$ cat src/rtl/uart_rx_cfg.sv
// Parametrised oversampling UART receiver: 2-FF synchroniser, 3-sample majority vote,
// optional parity, 1/2 stop bits and a valid/ready output holding register.
module uart_rx_cfg #(
    parameter int DATA_BITS  = 7,
    parameter int OVERSAMPLE = 8,
    parameter int PARITY_EN  = 0,
    parameter int PARITY_ODD = 0,
    parameter int STOP_BITS  = 1
) (
    input  logic                 clk,
    input  logic                 rst_n,
    input  logic                 ena,
    input  logic                 rx,
    input  logic                 ready_in,
    output logic [DATA_BITS-1:0] data_out,
    output logic                 valid_out,
    output logic                 frame_err,
    output logic                 parity_err,
    output logic                 overrun,
    output logic [2:0]           state_out
);

    localparam int MID   = OVERSAMPLE / 2;
    localparam int CNT_W = $clog2(OVERSAMPLE);

    localparam logic [CNT_W-1:0] CNT_ONE  = CNT_W'(1);
    localparam logic [CNT_W-1:0] CNT_S0   = CNT_W'(MID - 1);
    localparam logic [CNT_W-1:0] CNT_S1   = CNT_W'(MID);
    localparam logic [CNT_W-1:0] CNT_S2   = CNT_W'(MID + 1);
    localparam logic [CNT_W-1:0] CNT_LAST = CNT_W'(OVERSAMPLE - 1);
    localparam logic [3:0]       BIT_LAST = 4'(DATA_BITS - 1);
    localparam logic             STOP_LAST = (STOP_BITS == 2);
    localparam logic             PAR_ODD   = (PARITY_ODD != 0);
    localparam logic             PAR_USED  = (PARITY_EN != 0);

    typedef enum logic [2:0] {
        S_IDLE   = 3'd0,
        S_START  = 3'd1,
        S_DATA   = 3'd2,
        S_PARITY = 3'd3,
        S_STOP   = 3'd4
    } state_t;

    logic                 rx_meta_q, rx_s_q;
    state_t               state_q, state_d;
    logic [CNT_W-1:0]     cnt_q, cnt_d;
    logic [3:0]           bit_q, bit_d;
    logic                 stop_q, stop_d;
    logic                 samp0_q, samp0_d;
    logic                 samp1_q, samp1_d;
    logic [DATA_BITS-1:0] shift_q, shift_d;
    logic                 fe_pend_q, fe_pend_d;
    logic                 pe_pend_q, pe_pend_d;
    logic [DATA_BITS-1:0] data_q, data_d;
    logic                 valid_q, valid_d;
    logic                 frame_err_q, frame_err_d;
    logic                 parity_err_q, parity_err_d;
    logic                 overrun_q, overrun_d;
    logic                 commit;
    logic                 vote;
    logic                 par_exp;
    logic                 at_s2, at_last;

    // The synchroniser runs every clock; ena only paces the bit-level logic.
    always_ff @(posedge clk or negedge rst_n) begin
        if (!rst_n) begin
            rx_meta_q <= 1'b1;
            rx_s_q    <= 1'b1;
        end else begin
            rx_meta_q <= rx;
            rx_s_q    <= rx_meta_q;
        end
    end

    // Third sample is the live synchronised line, so the vote resolves at MID+1.
    assign vote    = (samp0_q & samp1_q) | (samp0_q & rx_s_q) | (samp1_q & rx_s_q);
    assign par_exp = (^shift_q) ^ PAR_ODD;
    assign at_s2   = (cnt_q == CNT_S2);
    assign at_last = (cnt_q == CNT_LAST);

    always_comb begin
        state_d      = state_q;
        cnt_d        = cnt_q;
        bit_d        = bit_q;
        stop_d       = stop_q;
        samp0_d      = samp0_q;
        samp1_d      = samp1_q;
        shift_d      = shift_q;
        fe_pend_d    = fe_pend_q;
        pe_pend_d    = pe_pend_q;
        data_d       = data_q;
        valid_d      = valid_q;
        frame_err_d  = frame_err_q;
        parity_err_d = parity_err_q;
        overrun_d    = 1'b0;
        commit       = 1'b0;

        if (valid_q && ready_in) begin
            valid_d = 1'b0;
        end

        if (ena) begin
            cnt_d = cnt_q + CNT_ONE;
            if (cnt_q == CNT_S0) begin
                samp0_d = rx_s_q;
            end
            if (cnt_q == CNT_S1) begin
                samp1_d = rx_s_q;
            end

            case (state_q)
                S_IDLE: begin
                    cnt_d = '0;
                    if (!rx_s_q) begin
                        state_d   = S_START;
                        cnt_d     = CNT_ONE;
                        fe_pend_d = 1'b0;
                        pe_pend_d = 1'b0;
                    end
                end
                S_START: begin
                    if (at_s2 && vote) begin
                        state_d = S_IDLE;
                        cnt_d   = '0;
                    end else if (at_last) begin
                        state_d = S_DATA;
                        cnt_d   = '0;
                        bit_d   = '0;
                    end
                end
                S_DATA: begin
                    if (at_s2) begin
                        shift_d = {vote, shift_q[DATA_BITS-1:1]};
                    end
                    if (at_last) begin
                        cnt_d = '0;
                        if (bit_q == BIT_LAST) begin
                            state_d = PAR_USED ? S_PARITY : S_STOP;
                            stop_d  = 1'b0;
                        end else begin
                            bit_d = bit_q + 4'd1;
                        end
                    end
                end
                S_PARITY: begin
                    if (at_s2 && (vote != par_exp)) begin
                        pe_pend_d = 1'b1;
                    end
                    if (at_last) begin
                        state_d = S_STOP;
                        cnt_d   = '0;
                        stop_d  = 1'b0;
                    end
                end
                S_STOP: begin
                    if (at_s2) begin
                        if (!vote) begin
                            fe_pend_d = 1'b1;
                        end
                        // Leaving at mid-bit of the last stop lets the next start edge be caught.
                        if (stop_q == STOP_LAST) begin
                            commit  = 1'b1;
                            state_d = S_IDLE;
                            cnt_d   = '0;
                        end
                    end
                    if (at_last && !commit) begin
                        cnt_d  = '0;
                        stop_d = 1'b1;
                    end
                end
                default: begin
                    state_d = S_IDLE;
                    cnt_d   = '0;
                end
            endcase

            if (commit) begin
                if (!valid_q || ready_in) begin
                    data_d       = shift_q;
                    frame_err_d  = fe_pend_q | ~vote;
                    parity_err_d = pe_pend_q;
                    valid_d      = 1'b1;
                end else begin
                    overrun_d = 1'b1;
                end
            end
        end
    end

    always_ff @(posedge clk or negedge rst_n) begin
        if (!rst_n) begin
            state_q      <= S_IDLE;
            cnt_q        <= '0;
            bit_q        <= '0;
            stop_q       <= 1'b0;
            samp0_q      <= 1'b0;
            samp1_q      <= 1'b0;
            shift_q      <= '0;
            fe_pend_q    <= 1'b0;
            pe_pend_q    <= 1'b0;
            data_q       <= '0;
            valid_q      <= 1'b0;
            frame_err_q  <= 1'b0;
            parity_err_q <= 1'b0;
            overrun_q    <= 1'b0;
        end else begin
            state_q      <= state_d;
            cnt_q        <= cnt_d;
            bit_q        <= bit_d;
            stop_q       <= stop_d;
            samp0_q      <= samp0_d;
            samp1_q      <= samp1_d;
            shift_q      <= shift_d;
            fe_pend_q    <= fe_pend_d;
            pe_pend_q    <= pe_pend_d;
            data_q       <= data_d;
            valid_q      <= valid_d;
            frame_err_q  <= frame_err_d;
            parity_err_q <= parity_err_d;
            overrun_q    <= overrun_d;
        end
    end

    assign data_out   = data_q;
    assign valid_out  = valid_q;
    assign frame_err  = frame_err_q;
    assign parity_err = parity_err_q;
    assign overrun    = overrun_q;
    assign state_out  = state_q;

endmodule

$ cat config.mk
export PLATFORM = sky130hd
export DESIGN_NAME = uart_rx_cfg
export DESIGN_NICKNAME = d
export VERILOG_FILES = /design/src/rtl/uart_rx_cfg.sv
export SDC_FILE = /design/constraint.sdc
export NUM_CORES = 1
export LEC_CHECK = 0
export ABC_AREA = 1
export CAP_MARGIN = 20
export CORE_AREA = 2 2 89 70
export DETAILED_ROUTE_END_ITERATION = 8
export DIE_AREA = 0 0 91 72
export PLACE_DENSITY = 0.55
export SLEW_MARGIN = 10
export SYNTH_ARGS = -nofsm -noshare
export SYNTH_HDL_FRONTEND = slang
export SYNTH_SLANG_ARGS = --single-unit
$ cat constraint.sdc
create_clock -name clk -period 4.1 [get_ports clk]
set_input_delay 0.82 -clock clk [delete_from_list [all_inputs] [get_ports clk]]
set_output_delay 0.82 -clock clk [all_outputs]
set_load 0.01 [all_outputs]
-- Yosys cells after proc, flatten, opt, wreduce, memory -nomap -nowiden
Index checks and enable logic that the tools add are counted.
- add/sub/neg operators: 2
- multiply operators: 0
- divide/modulo/power cells: 0
- magnitude comparators: 0
- equality and inequality tests: 23
- shift-type cells: 0
- multiplexer cells: 45
- bitwise gates (word level): 7
- reductions and logical operators: 23
- operator list (cell ; count):
    $mux 3 ; 13
    $ne 2x2->1 const B ; 12
    $mux 1 ; 22
    $mux 4 ; 4
    $pmux 3 s5 ; 1
    $eq 3x3->1 const B ; 4
    $pmux 3 s4 ; 1
    $reduce_and 6->1 ; 2
    $eq 3x2->1 const B ; 3
    $pmux 4 s2 ; 1
    $reduce_and 8->1 ; 1
    $reduce_xor 7->1 ; 1
    $reduce_and 3->1 ; 2
    $reduce_bool 2->1 ; 3
    $reduce_and 5->1 ; 1
    $add 4x1->4 const B ; 1
    $eq 4x3->1 const B ; 1
    $logic_and 1x1->1 ; 4
    $pmux 1 s2 ; 2
    $reduce_and 2->1 ; 2
    $reduce_and 4->1 ; 1
    $add 3x1->3 const B ; 1
    $and 1x1->1 ; 3
    $eq 3x1->1 const B ; 1
    10 further kinds ; 13
- register bits: 35
- latch bits: 0
- memory bits (writable): 0
- bits in read-only memories: 0
- bits of input ports: 5
- memories: 0

-- Longest topological paths before layout
Gate-level depths: netlist (run 1).
- depth in word-level cells: 8
- gate-level depth with buffers: 11

-- Worst setup path before layout (run 1)
OpenSTA, ideal clock, no wires.
- path type: input -> register
- start: input port ena
- end: register state_q[0], in the netlist state_out[0]
- arrival time: 1.624 ns
- path slack: 2.358 ns
- stages: 8
- buffers on the path: 1
- path through: buf_4 -> clkinv_1 -> a21oi_2 -> nand2_1 -> nor2_1 -> o21ai_1 -> nand2_1 -> nand2_1
- longest elaborated chain between the ends: 1
- ends and longest elaborated chain (item ; line ; source):
    start: declaration ; 12 ; input logic ena,
    $reduce_and 8->1 (no source line) ; -- ;
    end signal: assignment ; 208 ; state_q <= state_d;
    end: declaration ; 45 ; state_t state_q, state_d;
Every way passes these cells.
A chain may end at the register's enable or synchronous reset.

-- Final worst setup path (run 1)
- start: register state_q[2], in the netlist state_out[2]
- end: output port state_out[2]
- RTL lines (item ; line ; source):
    end: declaration ; 20 ; output logic [2:0] state_out
No word-level cell between the ends.

==> results.md, run 1 <==
- Final total power: 1280 µW
- Cell accounting for the most synthesized area: dfrtp_1
- PortBufs: 18
- Slew Viols, Final: 0
- Share of the synthesized area in the top cell type: 43.0%
- First-pass GRT wire length: 6720 µm
- MaxCap Viol Count: 0
- Starting DRT DRC Count: 106
- RSZ-0062 raised after global routing: false
- Cells after Synth: 235
- Critical path arrival: 1.48 ns
- Placed cell count: 327
- CTS buffer count: 5
- Io pins: 19
- Net Count, Synth: 247
- Final cell count without fillers: 335
- Final setup viols: 0
- Hold Path Depth: 0
- Number of synthesized register bits: 35
- Synth Warn #: 0
- Worst Setup SP: state_out[2]
- WL final: 3770 µm
- Top Family by Delay on Critical Path: buffers and inverters
- Antenna Cells: 0
- R2R Path End: state_out[2]
- Max Clock Skew: 0.00746 ns
- CP peak stage delay: 0.62 ns
- Final worst slack: 1.80 ns
- Setup_tns: 0 ns
- Post-synth EDFFs: 0
- DP HPWL: 2730 µm
- First drt pass iteration count: 4
- Die width: 91 µm
- Crit end category: primary output
- Required @ worst endpoint: 3.28 ns
- CP startpoint kind: register
- Primary FF master, synth: dfrtp_1
- Vias: 1543
- FF-to-FF setup slack: 2.28 ns
- Status: complete, no violations
- DIE HEIGHT: 72 µm
- Max Root-Sink Buffers: 2
- Setup Buffers After CTS: 0
- Min cycle time layout: 2.30 ns
- Gr ovfl total: 0
- CP Cell Sequence: clkdlybuf4s50_1
- P&R area growth vs syn: 18.7%
- Fmax: 0.434 GHz
- Worst Reg-to-Reg Cells: 9
- Post-synth ARST share: 100%
- Post-cts hold buffer count: 0
- Die ar.: 6550 µm²
- P_leak: 0.00107 µW
- CTS tree: built
- Synth top area cells: dfrtp_1 (43%), nand2_1 (13%), nand3_1 (4.7%)
- PD cells: 563 nW/µm²
- Worst slack at placement: 1.58 ns
- Post-synthesis average cell area: 8.17 µm²
- Measured slew at the worst slew-check pin: 0.804 ns
- # nets final: 268
- DRT antenna net count: 0
- Core area: 5650 µm²
- Pin count of the biggest net entering global routing: 36
- Post_cts resized: 0
- Clock H-tree levels: 2
- Vias in the first global route: 1417
- Critical path endpoint: state_out[2]
- Buf/Inv on CP: 1
- Final worst-path cycle share: 56.2%
- CP Max Fanout: 9
- DRC viols: 0
- Num rows: 24
- CP Depth: 1
- Clock-pin slew of the registers on the worst-case setup and hold paths: 0.07 ns
- Fin util: 40.4%
- Post-synth cell types: 36
- Post-synthesis cell area: 1920 µm²
- CP max stage cell: clkdlybuf4s50_1
- CTS Sinks: 35
- Kind of critical path: reg -> out
- GPL Wtd Cong: 0.937
- Hold Crit Class: reg -> reg
- Peak VDD IR: 0.228 mV
- Sequential area share after synthesis: 45.8%
- Initial core utilization: 34.0%
- Reg-to-reg critical path startpoint: cnt_q[0]
- Root buffer cell: clkbuf_8
- Worst-skew pair later-pin latency: 0.29 ns
- GRT Resource Usage Total: 12.9%
- DR vias/cell: 4.61
- Share of cells above drive strength 1: 15.6%
- Average wire per cell in the routed design: 11.2 µm
- Initial antenna violation count: 0
- Fin. Hold Viols: 0
- Worst rel slew slack: 46.4%
## flip-flops by register name (all words and copies together) (netlist names)
register	count
data_out	7
shift_q	7
bit_q	4
cnt_q	3
state_out	3
fe_pend_q	1
frame_err	1
overrun	1
parity_err	1
pe_pend_q	1
rx_meta_q	1
rx_s_q	1
samp0_q	1
samp1_q	1
stop_q	1
valid_out	1
## where the power goes
part           switching [µW]  total (µW)  internal [µW]
logic                     280         457            177
registers                81.6         500            418
clock network             130         327            197
total                     491        1280            792
## synth_stat cells, types with 3 or more instances
cell type  count
o21ai_2        9
ha_1           7
inv_2          6
inv_1         24
dfrtp_1       33
a21oi_1        5
nand2_1       69
nand3_1       18
nand2_2        5
nor2_1        12
o21ai_0        3
o21ai_1       15
## how the worst min path moves through the flow
stage,slack [ns],from,end
after detailed placement,0.35,rx_meta_q,rx_s_q
after global routing,0.37,rx_meta_q,rx_s_q
after floorplan,0.35,rx_meta_q,rx_s_q
after CTS,0.36,rx_meta_q,rx_s_q
after global placement,0.35,rx_meta_q,rx_s_q
final,0.36,rx_meta_q,rx_s_q
## placed cells by master, fill, tap and decap left out, types with 2 or more instances in the layout
master	Yosys	final
inv_2	6	6
dfrtp_1	33	33
a31oi_1	2	2
o21ai_1	15	15
o21ai_0	3	3
clkbuf_8	0	6
inv_1	24	24
o21ai_2	9	9
nand2_2	5	5
nor2_4	2	2
nor2_1	12	12
dfstp_2	2	2
a21oi_1	5	5
clkdlybuf4s50_1	0	17
nand2_1	69	69
or2_1	2	2
ha_1	7	7
nand3_1	18	18
## metal layers
metal	vias to the layer above	track usage [%]	wire, µm
met3	7	3.32	173
met5	-	0	0
met1	708	18.9	2060
li1	796	-	-
met4	0	5.22	54
met2	32	18.4	1480
## stage by stage
stage               instance area [µm²]  hold slack (ns)
finish                             2280            0.357
global route                       2280            0.367
CTS                                2280            0.357
detailed placement                 2160            0.347
global placement                   2160            0.346
floorplan                          1920            0.345
## cells by family after synthesis
kind of cell / after synthesis / share of synthesized area, %
xor+xnor: 1 / 0.456
fa+ha+maj: 7 / 4.56
buf+inv: 35 / 7.69
simple gates: 118 / 28.1
flops: 35 / 45.8
compound gates: 39 / 13.4
## area by class of cell
| type | instances | area, µm² |
|---|---|---|
| clock buffer | 6 | 82.6 |
| clock inverter | 2 | 35.0 |
| fill | 593 | 3370 |
| inverter | 31 | 116 |
| multi-input combinational | 165 | 893 |
| sequential | 35 | 878 |
| tap | 78 | 97.6 |
| timing repair buffer | 18 | 175 |
(Power assumes the default switching activity.)
==> inputs of run 2 (changes only) <==
--- a/config.mk
+++ b/config.mk
@@ -10,7 +10,7 @@
 export CORE_AREA = 2 2 89 70
 export DETAILED_ROUTE_END_ITERATION = 8
 export DIE_AREA = 0 0 91 72
-export PLACE_DENSITY = 0.55
+export PLACE_DENSITY = 0.57
 export SLEW_MARGIN = 10
 export SYNTH_ARGS = -nofsm -noshare
 export SYNTH_HDL_FRONTEND = slang
==> constraint.sdc (replaced) <==
create_clock -name clk -period 1.9 [get_ports clk]
set_input_delay 0.38 -clock clk [delete_from_list [all_inputs] [get_ports clk]]
set_output_delay 0.38 -clock clk [all_outputs]
set_load 0.01 [all_outputs]
==> run 2 against run 1 <==
Effect of this change: die area unchanged; via count rose by 0.52%; sequential cell count unchanged; worst hold slack got worse by 0.24 ns; final cell count up 2.1%; critical path type unchanged; count of clock-buffer cells in the layout is 1 lower.
==> results.md, run 2 (synthesis gave the netlist of run 1 again) <==
- First drt pass iteration count: 5 (+1)
- MaxCap Viol Count: 0 (unchanged)
- Critical path arrival: 1.41 ns (-0.07 ns)
- DR vias/cell: 4.54 (-1.5%)
- P&R area growth vs syn: 20.0%
- PortBufs: 18 (unchanged)
- Hold Crit Class: in -> async
- Most frequent cells in the layout: nand2_1 (69), dfrtp_1 (32), inv_1 (24)
- Sw frac: 40.5% (+2.3 points)
- CP Cell Sequence: clkdlybuf4s50_1
- P_leak: 0.00108 µW (+1.1%)
- Root buffer cell: clkbuf_8
- Starting DRT DRC Count: 135 (+27%)
- GRT Resource Usage Total: 12.8% (-0.16 points)
- Top Family by Delay on Critical Path: buffers and inverters
- Kind of critical path: reg -> out
- CP startpoint kind: register
- Status: complete, no violations
- Io pins: 19 (unchanged)
- Clock power share: 20.5% (-4.9 points)
- Worst slack at placement: 0.121 ns (-1.45 ns)
- CP Max Fanout: 6 (-3)
- Wl on met1: 1990 µm (-3.4%)
- Measured slew at the worst slew-check pin: 0.453 ns (-0.351 ns)
- Final cell count without fillers: 342 (+2.1%)
- Most common library cell in the layout ignoring fill and taps: nand2_1
- Highest Signal Layer: met4
- DIE HEIGHT: 72 µm (unchanged)
- RSZ-0062 raised after global routing: false
- Fmax: 0.560 GHz
- Antenna Cells: 0 (unchanged)
- Average wire per cell in the routed design: 11.0 µm (-1.9%)
- Die width: 91 µm (unchanged)
- CTS buffer count: 5 (unchanged)
- Final setup viols: 0 (unchanged)
- # nets final: 275 (+2.6%)
- DRC viols: 0 (unchanged)
- Initial antenna violation count: 0 (unchanged)
- Setup_tns: 0 ns (unchanged)
- Peak VDD IR: 0.394 mV (+73%)
- Required @ worst endpoint: 1.52 ns (-1.76 ns)
- Final worst slack: 0.114 ns (-1.68 ns)
- PD cells: 1150 nW/µm² (+100%)
- Worst-skew pair later-pin latency: 0.29 ns (about the same)
- Setup Buffers After CTS: 0 (unchanged)
- Num rows: 24 (unchanged)
- Core area: 5650 µm² (unchanged)
- Share of cells above drive strength 1: 18.2% (+2.6 points)
- Placed cell count: 334 (+2.1%)
- Buf/Inv on CP: 1 (unchanged)
- Max Root-Sink Buffers: 2 (unchanged)
- Routed met2 length: 1510 µm (+2.0%)
- Vias in the first global route: 1461 (+3.1%)
- Post_cts resized: 1 (+1)
- Slew Viols, Final: 0 (unchanged)
- Final total power: 2640 µW (+110%)
- Design area: 2300 µm² (+1.1%)
- Clock-pin slew of the registers on the worst-case setup and hold paths: 0.08 ns (about the same)
- Final worst-path cycle share: 94.0%
- Max Clock Skew: 0.0102 ns (+0.00273 ns)
- Post-cts hold buffer count: 0 (unchanged)
- First-pass GRT wire length: 6800 µm (+1.2%)
- CTS Sinks: 35 (unchanged)
- GPL Wtd Cong: 0.890 (-4.9%)
- Logic pwr share: 38.4% (+2.8 points)
- Fin. Hold Viols: 0 (unchanged)
- CP max stage cell: clkdlybuf4s50_1
- DP HPWL: 2830 µm (+3.7%)
- CTS tree: built
- Clock H-tree levels: 2 (unchanged)
- Wire length on met3: 226 µm (+31%)
- DRT antenna net count: 0 (unchanged)
- Vias: 1551 (+0.52%)
- Worst rel slew slack: 69.8% (+23 points)
- Crit end category: primary output
- Pin count of the biggest net entering global routing: 36 (unchanged)
- Switching Power: 1070 µW (+120%)
- CP peak stage delay: 0.60 ns (-0.02 ns)
- Placed inst area: 2210 µm² (+2.4%)
- Initial core utilization: 34.0% (unchanged)
- Gr ovfl total: 0 (unchanged)
- WL final: 3770 µm (+0.16%)
- Reg power frac: 41.1% (+2.1 points)
- Internal cell power: 1570 µW (+98%)
- Die ar.: 6550 µm² (unchanged)
- Min cycle time layout: 1.79 ns
## run 2: cell count changes in the layout (fill, tap and decap cells not counted), sizes merged
cell	previous run	this run
clkbuf	6	5
buf	1	8
clkinvlp	0	2
bufinv	1	0
## run 2: power by group through the flow
| stage | Combinational, µW | Clock [µW] | Sequential (µW) |
|---|---|---|---|
| 6_report | 1020 | 542 | 1090 |
| 5_1_grt | 1160 | 606 | 1110 |
| 4_1_cts | 1020 | 564 | 1090 |
| 3_5_place_dp | 1020 | 0 | 1090 |
| 3_3_place_gp | 1020 | 0 | 1100 |
| 2_1_floorplan | 743 | 0 | 1050 |
## run 2: metal layers
| layer | global-route usage (%) | vias up |
|---|---|---|
| li1 | - | 803 |
| met1 | 18.3 | 697 |
| met2 | 19.2 | 46 |
| met3 | 3.22 | 5 |
| met4 | 4.04 | 0 |
| met5 | 0 | - |
## run 2: layout make-up
cell class,count,area (µm²)
Clock inverter,3,20.0
Inverter,31,116
Sequential cell,35,880
Fill cell,603,3340
Clock buffer,5,68.8
Tap cell,78,97.6
Multi-Input combinational cell,165,893
Timing Repair Buffer,25,228
## run 2: worst paths after layout
| path | slack [ns] | to | start | cells after the start |
|---|---|---|---|---|
| max | 0.11 | state_out[0] | state_out[0] | 1 |
| min | 0.12 | cnt_q[2] | rst_n | 2 |
| min reg2reg | 0.36 | rx_s_q | rx_meta_q | 0 |
| max in group asynchronous | 1.44 | rx_s_q | rst_n | 2 |
| max reg2reg | 0.18 | data_out[4] | cnt_q[1] | 10 |
| min in group clk | 0.36 | rx_s_q | rx_meta_q | 0 |
## run 2: through the flow
| stage | hold slack (ns) | utilization (%) |
|---|---|---|
| finish | 0.117 | 40.8 |
| global route | 0.151 | 40.8 |
| CTS | 0.135 | 40.8 |
| detailed placement | 0.350 | 39.2 |
| global placement | 0.346 | 39.2 |
| floorplan | 0.0844 | - |
==> inputs of run 3 (changes only) <==
--- a/config.mk
+++ b/config.mk
@@ -11,6 +11,7 @@
 export DETAILED_ROUTE_END_ITERATION = 8
 export DIE_AREA = 0 0 91 72
 export PLACE_DENSITY = 0.57
+export SKIP_CTS_REPAIR_TIMING = 1
 export SLEW_MARGIN = 10
 export SYNTH_ARGS = -nofsm -noshare
 export SYNTH_HDL_FRONTEND = slang
==> results of run 3 <==
Same layout as run 2: the final DEF is identical, and so are final timing and power.
Among the figures that moved: wire length of the first global-routing pass 6800 µm -> 6790 µm; via count of the first global-routing pass 1461 -> 1463; overall routing resource usage 12.8% -> 12.7%; met2 usage 19.2% -> 19.0%
